==> config.mk <==
export PLATFORM = sky130hd
export DESIGN_NAME = reg_dump_reader_flat
export DESIGN_NICKNAME = d
export VERILOG_FILES = /design/src/rtl/reg_dump_reader_if.sv /design/src/rtl/reg_dump_reader.sv /design/src/flat_wrapper.sv
export SDC_FILE = /design/constraint.sdc
export NUM_CORES = 1
export LEC_CHECK = 0
export ABC_AREA = 1
export BUFFER_PORTS_ARGS = -buffer_cell sky130_fd_sc_hd__buf_2
export CORE_MARGIN = 5
export CORE_UTILIZATION = 50
export CTS_CLUSTER_DIAMETER = 200
export DETAILED_ROUTE_END_ITERATION = 7
export PLACE_DENSITY_LB_ADDON = 0.12
export SYNTH_ARGS = -nofsm -noshare
export SYNTH_HDL_FRONTEND = slang
export SYNTH_SLANG_ARGS = --single-unit
==> constraint.sdc <==
create_clock -name CLK -period 2.6 [get_ports CLK]
set_input_delay 0.52 -clock CLK [delete_from_list [all_inputs] [get_ports CLK]]
set_output_delay 0.52 -clock CLK [all_outputs]
set_load 0.02 [all_outputs]
==> src/rtl/reg_dump_reader_if.sv <==
// Register-dump stream: one (address, data) word per valid/ready beat.
interface reg_dump_reader_if #(
    parameter int unsigned ADDR_W = 5,
    parameter int unsigned DATA_W = 32
);
    logic              dump_valid;
    logic              dump_ready;
    logic [ADDR_W-1:0] dump_addr;
    logic [DATA_W-1:0] dump_data;
    logic              dump_last;

    modport master (
        output dump_valid,
        output dump_addr,
        output dump_data,
        output dump_last,
        input  dump_ready
    );

    modport slave (
        input  dump_valid,
        input  dump_addr,
        input  dump_data,
        input  dump_last,
        output dump_ready
    );
endinterface

==> src/rtl/reg_dump_reader.sv <==
// Walks the register file through a spare read port and streams each register
// out as an (address, data) word; one word every two cycles at best.
module reg_dump_reader #(
    parameter int unsigned NUM_REGS  = 32,
    parameter int unsigned ADDR_W    = 5,
    parameter int unsigned DATA_W    = 32,
    parameter int unsigned SKIP_ZERO = 0
) (
    input  logic              CLK,
    input  logic              Reset,
    input  logic              start,
    input  logic              abort,
    output logic [ADDR_W-1:0] rg_rd_addr,
    input  logic [DATA_W-1:0] rg_rd_data,
    reg_dump_reader_if.master dump,
    output logic              busy,
    output logic              done
);

    localparam logic [1:0] ST_IDLE = 2'd0;
    localparam logic [1:0] ST_READ = 2'd1;
    localparam logic [1:0] ST_SEND = 2'd2;
    localparam logic [1:0] ST_DONE = 2'd3;

    localparam logic [ADDR_W-1:0] FIRST = (SKIP_ZERO != 0) ? ADDR_W'(1) : '0;
    localparam logic [ADDR_W-1:0] LAST  = ADDR_W'(NUM_REGS - 1);

    logic [1:0]        state_q,   state_d;
    logic [ADDR_W-1:0] idx_q,     idx_d;
    logic [ADDR_W-1:0] rd_addr_q, rd_addr_d;
    logic              valid_q,   valid_d;
    logic [ADDR_W-1:0] addr_q,    addr_d;
    logic [DATA_W-1:0] data_q,    data_d;
    logic              last_q,    last_d;
    logic              busy_q,    busy_d;
    logic              done_q,    done_d;

    always_comb begin
        state_d   = state_q;
        idx_d     = idx_q;
        rd_addr_d = rd_addr_q;
        valid_d   = valid_q;
        addr_d    = addr_q;
        data_d    = data_q;
        last_d    = last_q;

        case (state_q)
            ST_IDLE: begin
                if (start) begin
                    idx_d     = FIRST;
                    rd_addr_d = FIRST;
                    state_d   = ST_READ;
                end
            end
            ST_READ: begin
                if (abort) begin
                    rd_addr_d = '0;
                    valid_d   = 1'b0;
                    last_d    = 1'b0;
                    state_d   = ST_IDLE;
                end else begin
                    // Snapshot taken here; a same-edge write lands after capture.
                    data_d  = rg_rd_data;
                    addr_d  = idx_q;
                    last_d  = (idx_q == LAST);
                    valid_d = 1'b1;
                    state_d = ST_SEND;
                end
            end
            ST_SEND: begin
                if (abort) begin
                    rd_addr_d = '0;
                    valid_d   = 1'b0;
                    last_d    = 1'b0;
                    state_d   = ST_IDLE;
                end else if (valid_q && dump.dump_ready) begin
                    valid_d = 1'b0;
                    last_d  = 1'b0;
                    if (idx_q == LAST) begin
                        rd_addr_d = '0;
                        state_d   = ST_DONE;
                    end else begin
                        idx_d     = idx_q + 1'b1;
                        rd_addr_d = idx_q + 1'b1;
                        state_d   = ST_READ;
                    end
                end
            end
            ST_DONE: begin
                state_d = ST_IDLE;
            end
            default: begin
                rd_addr_d = '0;
                valid_d   = 1'b0;
                last_d    = 1'b0;
                state_d   = ST_IDLE;
            end
        endcase

        // Status flags are registered copies of the next state.
        busy_d = (state_d != ST_IDLE);
        done_d = (state_d == ST_DONE);
    end

    always_ff @(posedge CLK or posedge Reset) begin
        if (Reset) begin
            state_q   <= ST_IDLE;
            idx_q     <= '0;
            rd_addr_q <= '0;
            valid_q   <= 1'b0;
            addr_q    <= '0;
            data_q    <= '0;
            last_q    <= 1'b0;
            busy_q    <= 1'b0;
            done_q    <= 1'b0;
        end else begin
            state_q   <= state_d;
            idx_q     <= idx_d;
            rd_addr_q <= rd_addr_d;
            valid_q   <= valid_d;
            addr_q    <= addr_d;
            data_q    <= data_d;
            last_q    <= last_d;
            busy_q    <= busy_d;
            done_q    <= done_d;
        end
    end

    assign rg_rd_addr      = rd_addr_q;
    assign dump.dump_valid = valid_q;
    assign dump.dump_addr  = addr_q;
    assign dump.dump_data  = data_q;
    assign dump.dump_last  = last_q;
    assign busy            = busy_q;
    assign done            = done_q;

endmodule

==> src/flat_wrapper.sv <==
// flat-port wrapper written by rule: the top's interface ports become plain ports
module reg_dump_reader_flat 
#(
    parameter int unsigned NUM_REGS  = 32,
    parameter int unsigned ADDR_W    = 5,
    parameter int unsigned DATA_W    = 32,
    parameter int unsigned SKIP_ZERO = 0
)
  (CLK, Reset, start, abort, rg_rd_addr, rg_rd_data, busy, done, dump_dump_valid, dump_dump_addr, dump_dump_data, dump_dump_last, dump_dump_ready);
  reg_dump_reader_if #(.ADDR_W(ADDR_W), .DATA_W(DATA_W)) dump_i ();
  input  logic CLK;
  input  logic Reset;
  input  logic start;
  input  logic abort;
  output logic [ADDR_W-1:0] rg_rd_addr;
  input  logic [DATA_W-1:0] rg_rd_data;
  output logic busy;
  output logic done;
  output wire logic [$bits(dump_i.dump_valid)-1:0] dump_dump_valid;
  output wire logic [$bits(dump_i.dump_addr)-1:0] dump_dump_addr;
  output wire logic [$bits(dump_i.dump_data)-1:0] dump_dump_data;
  output wire logic [$bits(dump_i.dump_last)-1:0] dump_dump_last;
  input wire logic [$bits(dump_i.dump_ready)-1:0] dump_dump_ready;
  assign dump_dump_valid = dump_i.dump_valid;
  assign dump_dump_addr = dump_i.dump_addr;
  assign dump_dump_data = dump_i.dump_data;
  assign dump_dump_last = dump_i.dump_last;
  assign dump_i.dump_ready = dump_dump_ready;
  reg_dump_reader #(.NUM_REGS(NUM_REGS), .ADDR_W(ADDR_W), .DATA_W(DATA_W), .SKIP_ZERO(SKIP_ZERO)) u_core (.CLK(CLK), .Reset(Reset), .start(start), .abort(abort), .rg_rd_addr(rg_rd_addr), .rg_rd_data(rg_rd_data), .dump(dump_i), .busy(busy), .done(done));
endmodule
After elaboration in Yosys (flattened, before gate mapping)
Index checks and enable logic that the tools add are counted.

Flip-flop bits (word level): 53. Input port bits: 37. Output and inout port bits: 46. Word-level logic and storage cells: 54.

$add $sub $neg: 1. Equal/unequal tests: 11. Muxes and demuxes: 22. Bitwise gates (word level): 1. Reduce and logical (&&, ||, !) cells: 10.

Operator list (number): $mux W5 (8); $pmux W5 S3 (1); $mux W2 (5); $pmux W5 S2 (1); $ne A2 B2 Y1 const B (4); $pmux W2 S4 (1); $eq A2 B2 Y1 const B (3); $reduce_bool A2 Y1 (3); $add A5 B1 Y5 const B (1); $eq A5 B5 Y1 const B (1); $reduce_and A5 Y1 (1); $mux W1 (4); $pmux W1 S2 (2); $reduce_and A2 Y1 (2); $reduce_and A4 Y1 (1); $ne A3 B2 Y1 const B (1); $reduce_bool A3 Y1 (1); $eq A2 B1 Y1 const B (1); $logic_not A2 Y1 (1); $ne A2 B1 Y1 const B (1); $logic_and A1 B1 Y1 (1); $not A1 Y1 (1).

Longest topological paths before layout
Word-level depth: 6. Mapped depth: 10. Depth with buffers taken out: 10.

Least setup slack after synthesis
No wires, ideal clock.

Path type: flip-flop to flip-flop. From: register u_core.idx_q[0]. To: register u_core.idx_q[3]. Setup time: 0.127 ns. Arrival: 1.350 ns. Required time: 2.473 ns. Slack: 1.122 ns. Cell stages (with the launch flop): 9. Buffers on the path: 0. Clock period less this slack: 1.478 ns. Cells stage by stage: dfrtp_1 > ha_1 > nand2_1 > nor2_1 > ha_1 > o21ai_1 > nand2_2 > nor2_4 > o21ai_0.

Cells in the longest elaborated chain, start to end: 5. Elaborated cells on any way between the ends: 8. Those cells by class: 1 x add/sub; 2 x eq/ne; 4 x mux; 1 x reduce/logical.

RTL lines: start, declared (RTL line reg_dump_reader.sv:29) `logic [ADDR_W-1:0] idx_q, idx_d;`; start signal, assigned (RTL line reg_dump_reader.sv:118) `idx_q <= idx_d;`; $add A5 B1 Y5 (RTL line reg_dump_reader.sv:83) `idx_d = idx_q + 1'b1;`; $mux W5 (RTL line reg_dump_reader.sv:79) `if (idx_q == LAST) begin`; $mux W5 (RTL line reg_dump_reader.sv:76) `end else if (valid_q && dump.dump_ready) begin`; $mux W5 (RTL line reg_dump_reader.sv:71) `if (abort) begin`; $pmux W5 S2 (RTL line reg_dump_reader.sv:47) `case (state_q)`.

Several ways; a longest one is shown, not always the timed one. The select of a mux whose other input is x is not followed. A chain may end at the register's enable or synchronous reset.

Worst setup path after layout
From: register u_core.state_q[1]. To: register u_core.rd_addr_q[0], in the netlist u_core.rg_rd_addr[0].

Cells in the longest elaborated chain, start to end: 3. Elaborated cells on any way between the ends: 9. Those cells by class: 5 x eq/ne; 1 x mux; 3 x reduce/logical.

RTL lines: start, declared (RTL line reg_dump_reader.sv:28) `logic [1:0] state_q, state_d;`; start signal, assigned (RTL line reg_dump_reader.sv:117) `state_q <= state_d;`; $eq A2 B2 Y1, or another cell as far along (RTL line reg_dump_reader.sv:47); $ne A3 B2 Y1 (no source line), or another cell as far along; $reduce_and A4 Y1 (no source line); end signal, assigned (RTL line reg_dump_reader.sv:119) `rd_addr_q <= rd_addr_d;`; end, declared (RTL line reg_dump_reader.sv:30) `logic [ADDR_W-1:0] rd_addr_q, rd_addr_d;`.

Several ways; a longest one is shown, not always the timed one.

==> impl_metrics.env <==
export IMPL_outcome="complete, no violations"
export IMPL_dpl_instance_area_sq_um=2730
export IMPL_routabilityCongestion=0.800
export IMPL_hp_class="input pin to async pin"
export IMPL_post_cts_resized=0
export IMPL_holdBufCountCts=0
export IMPL_worstSetupEndpointType="register"
export IMPL_h_tree_depth=2
export IMPL_fin_cells=401
export IMPL_drv_cap=0
export IMPL_synthSimpleGateAreaFrac=0.287
export IMPL_report_final_slew_viol_count=0
export IMPL_finalInstanceArea_sq_um=2830
export IMPL_port_buffers=82
export IMPL_setup_tns_ns=0
export IMPL_rr_worst_depth=9
export IMPL_regArea_sq_um=1330
export IMPL_numCtsBuffers=5
export IMPL_fin_util=0.644
export IMPL_post_route_drc_count=0
export IMPL_netlist_area_sq_um=2270
export IMPL_grt_pass1_vias=1878
export IMPL_post_cts_buffers=0
export IMPL_gr_usage_all_layers=0.176
export IMPL_die_y_microns=77.4
export IMPL_syn_nets=308
export IMPL_start_util=0.519
export IMPL_antenna_found_initial=0
export IMPL_synth_seq_area_share=0.583
export IMPL_num_vias=1865
export IMPL_clockRootBuffer="clkbuf_8"
export IMPL_syn_inst=264
export IMPL_post_place_ws_ns=0.797
export IMPL_ir_worst_vdd_uv=549
export IMPL_fillers=387
export IMPL_drt_wirelength_per_cell_microns=12.2
export IMPL_crit_fanout=42
export IMPL_clockBufferDepth=2
export IMPL_hold_violations=0
export IMPL_final_period_utilization=0.688
export IMPL_worstSetupEndpoint="u_core.rg_rd_addr[0]"
export IMPL_fmax_mhz=559
export IMPL_clkSinkCount=53
export IMPL_die_area_sq_um=6000
export IMPL_viasPerCell=4.65
export IMPL_p_leak_nw=1.70
export IMPL_diodes=0
export IMPL_cp_required_ns=2.80
export IMPL_power_density_nw_per_um2=1140
export IMPL_dpl_hpwl_mm=3.48
export IMPL_core_area_sq_um=4380
export IMPL_r2r_slack_ns=0.81
export IMPL_multi_input_area_sq_um=831
export IMPL_timing_rr_start="u_core.state_q[1]"
export IMPL_synth_fa_ha_area_frac=0.0385
export IMPL_first_iter_violations=69
export IMPL_drt_pass1_iter_count=4
export IMPL_syn_avg_cell_area_sq_um=8.61
export IMPL_crit_type="register to register"
export IMPL_grt_pass1_wl_mm=8.56
export IMPL_maxSlewHeadroom=0.571
export IMPL_wl_mm=4.90
export IMPL_yosysWarnings=0
export IMPL_dieWidth_microns=77.4
export IMPL_clk_latency_ns=0.31
export IMPL_fin_ws_ns=0.811
export IMPL_ys_ff_latch=53
export IMPL_grt_max_degree=54
export IMPL_synth_xor_area_share=0
export IMPL_drive_gt1_frac=0.301
export IMPL_crit_arrival_ns=1.99
export IMPL_rsz0062_at_grt="no"
export IMPL_finalSetupViolations=0
export IMPL_dp_cells=393
export IMPL_cts_tree="yes"
export IMPL_skew_ns=0.00545
export IMPL_cp_start_kind="register"
export IMPL_synth_cell_types=18
export IMPL_synth_top_family_by_area="simple AND/OR/NAND/NOR gates"
export IMPL_nNetsFinal=392
export IMPL_synth_compound_area_frac=0.0396
export IMPL_cts_clk_slew_worst_paths_ns=0.09
export IMPL_io_pins=83
export IMPL_grt_overflow_total=0
export IMPL_critPathLaunch="u_core.state_q[1]"
export IMPL_area_growth_pct=24.3
export IMPL_ant_nets=0
export IMPL_muxShareOfSynthArea=0
export IMPL_worst_slew_pin_slew_ns=0.644
export IMPL_fin_crit_ns=1.79
export IMPL_timing_rr_end="u_core.rg_rd_addr[0]"
export IMPL_num_rows=24
## worst max-delay path: stages, from the launching register on
cell and delay [ns]:
dfrtp_1 0.38, inv_1 0.11, ha_1 0.23, nand2_4 0.08, buf_4 0.35, nand3_2 0.16
nor2_4 0.19, inv_4 0.06, nand2_1 0.06, nand2_1 0.06
## logic make-up (layout without fill, tap and decap cells)
logic type                 count (synthesis)  count (layout)
and+or+nand+nor                          158             158
DFF                                       53              53
buffers and inverters                     28             113
AOI/OAI and AO/OA                         18              18
adders and majority gates                  7               7
## registers in the layout, indices dropped and copies added (netlist names)
name                    cells
u_core.dump.dump_last       1
u_core.dump.dump_valid      1
u_core.dump.dump_data      32
u_core.rg_rd_addr           5
u_core.done                 1
u_core.dump.dump_addr       5
u_core.busy                 1
u_core.state_q              2
u_core.idx_q                5
## final cells by class
| cell class | count | area share |
|---|---|---|
| Multi-Input combinational cell | 183 | 0.294 |
| Clock buffer | 6 | 0.0292 |
| Sequential cell | 53 | 0.469 |
| Inverter | 21 | 0.0288 |
| Timing Repair Buffer | 84 | 0.151 |
| Tap cell | 52 | 0.0230 |
| Clock inverter | 2 | 0.00487 |
## synth_stat cells (all sizes together)
cell type  number  area [sq um]
nand2         137           529
dfrtp          53          1330
inv            21          81.3
o21ai          16          80.1
nor2           10          60.1
nand3           9          50.1
buf             7          35.0
ha              7          87.6
a21oi           2          10.0
nand3b          1          7.51
nand4           1          6.26
## power breakdown
part / total [mW] / internal [mW] / switching [mW]
sequential: 1.28 / 1.13 / 0.159
clock: 0.484 / 0.216 / 0.268
combinational: 1.46 / 0.476 / 0.988
## per-layer routing
metal,up-vias,GRT usage,share of wire
met5,-,0,0
met4,0,0.0756,0.020
met3,8,0.0509,0.064
met2,55,0.279,0.46
met1,829,0.225,0.45
li1,973,-,-
## cell usage in the layout, fill, tap and decap left out, types with 3 or more instances in the layout
master,count
nand3_1,8
o21ai_0,14
nand2_1,133
clkbuf_8,6
nor2_1,7
ha_1,7
nand2_2,3
inv_1,16
buf_2,82
dfrtp_1,53
nor2_4,3
inv_2,4
## per-stage QoR
step | power (mW) | hold slack [ns]
after floorplan | 2.32 | 0.490
after global placement | 2.76 | 0.457
after detailed placement | 2.79 | 0.460
after CTS | 3.29 | 0.386
after global routing | 3.52 | 0.386
final | 3.23 | 0.378
## worst min path at each step
stage	end	slack (ns)	cells past startpoint
global route	u_core.dump.dump_data[22]	0.39	3
CTS	u_core.dump.dump_data[18]	0.39	3
floorplan	u_core.dump.dump_addr[1]	0.49	2
finish	u_core.dump.dump_data[10]	0.38	3
global placement	u_core.dump.dump_data[10]	0.46	2
detailed placement	u_core.dump.dump_data[10]	0.46	2
Power figures use the tool's default switching activity.
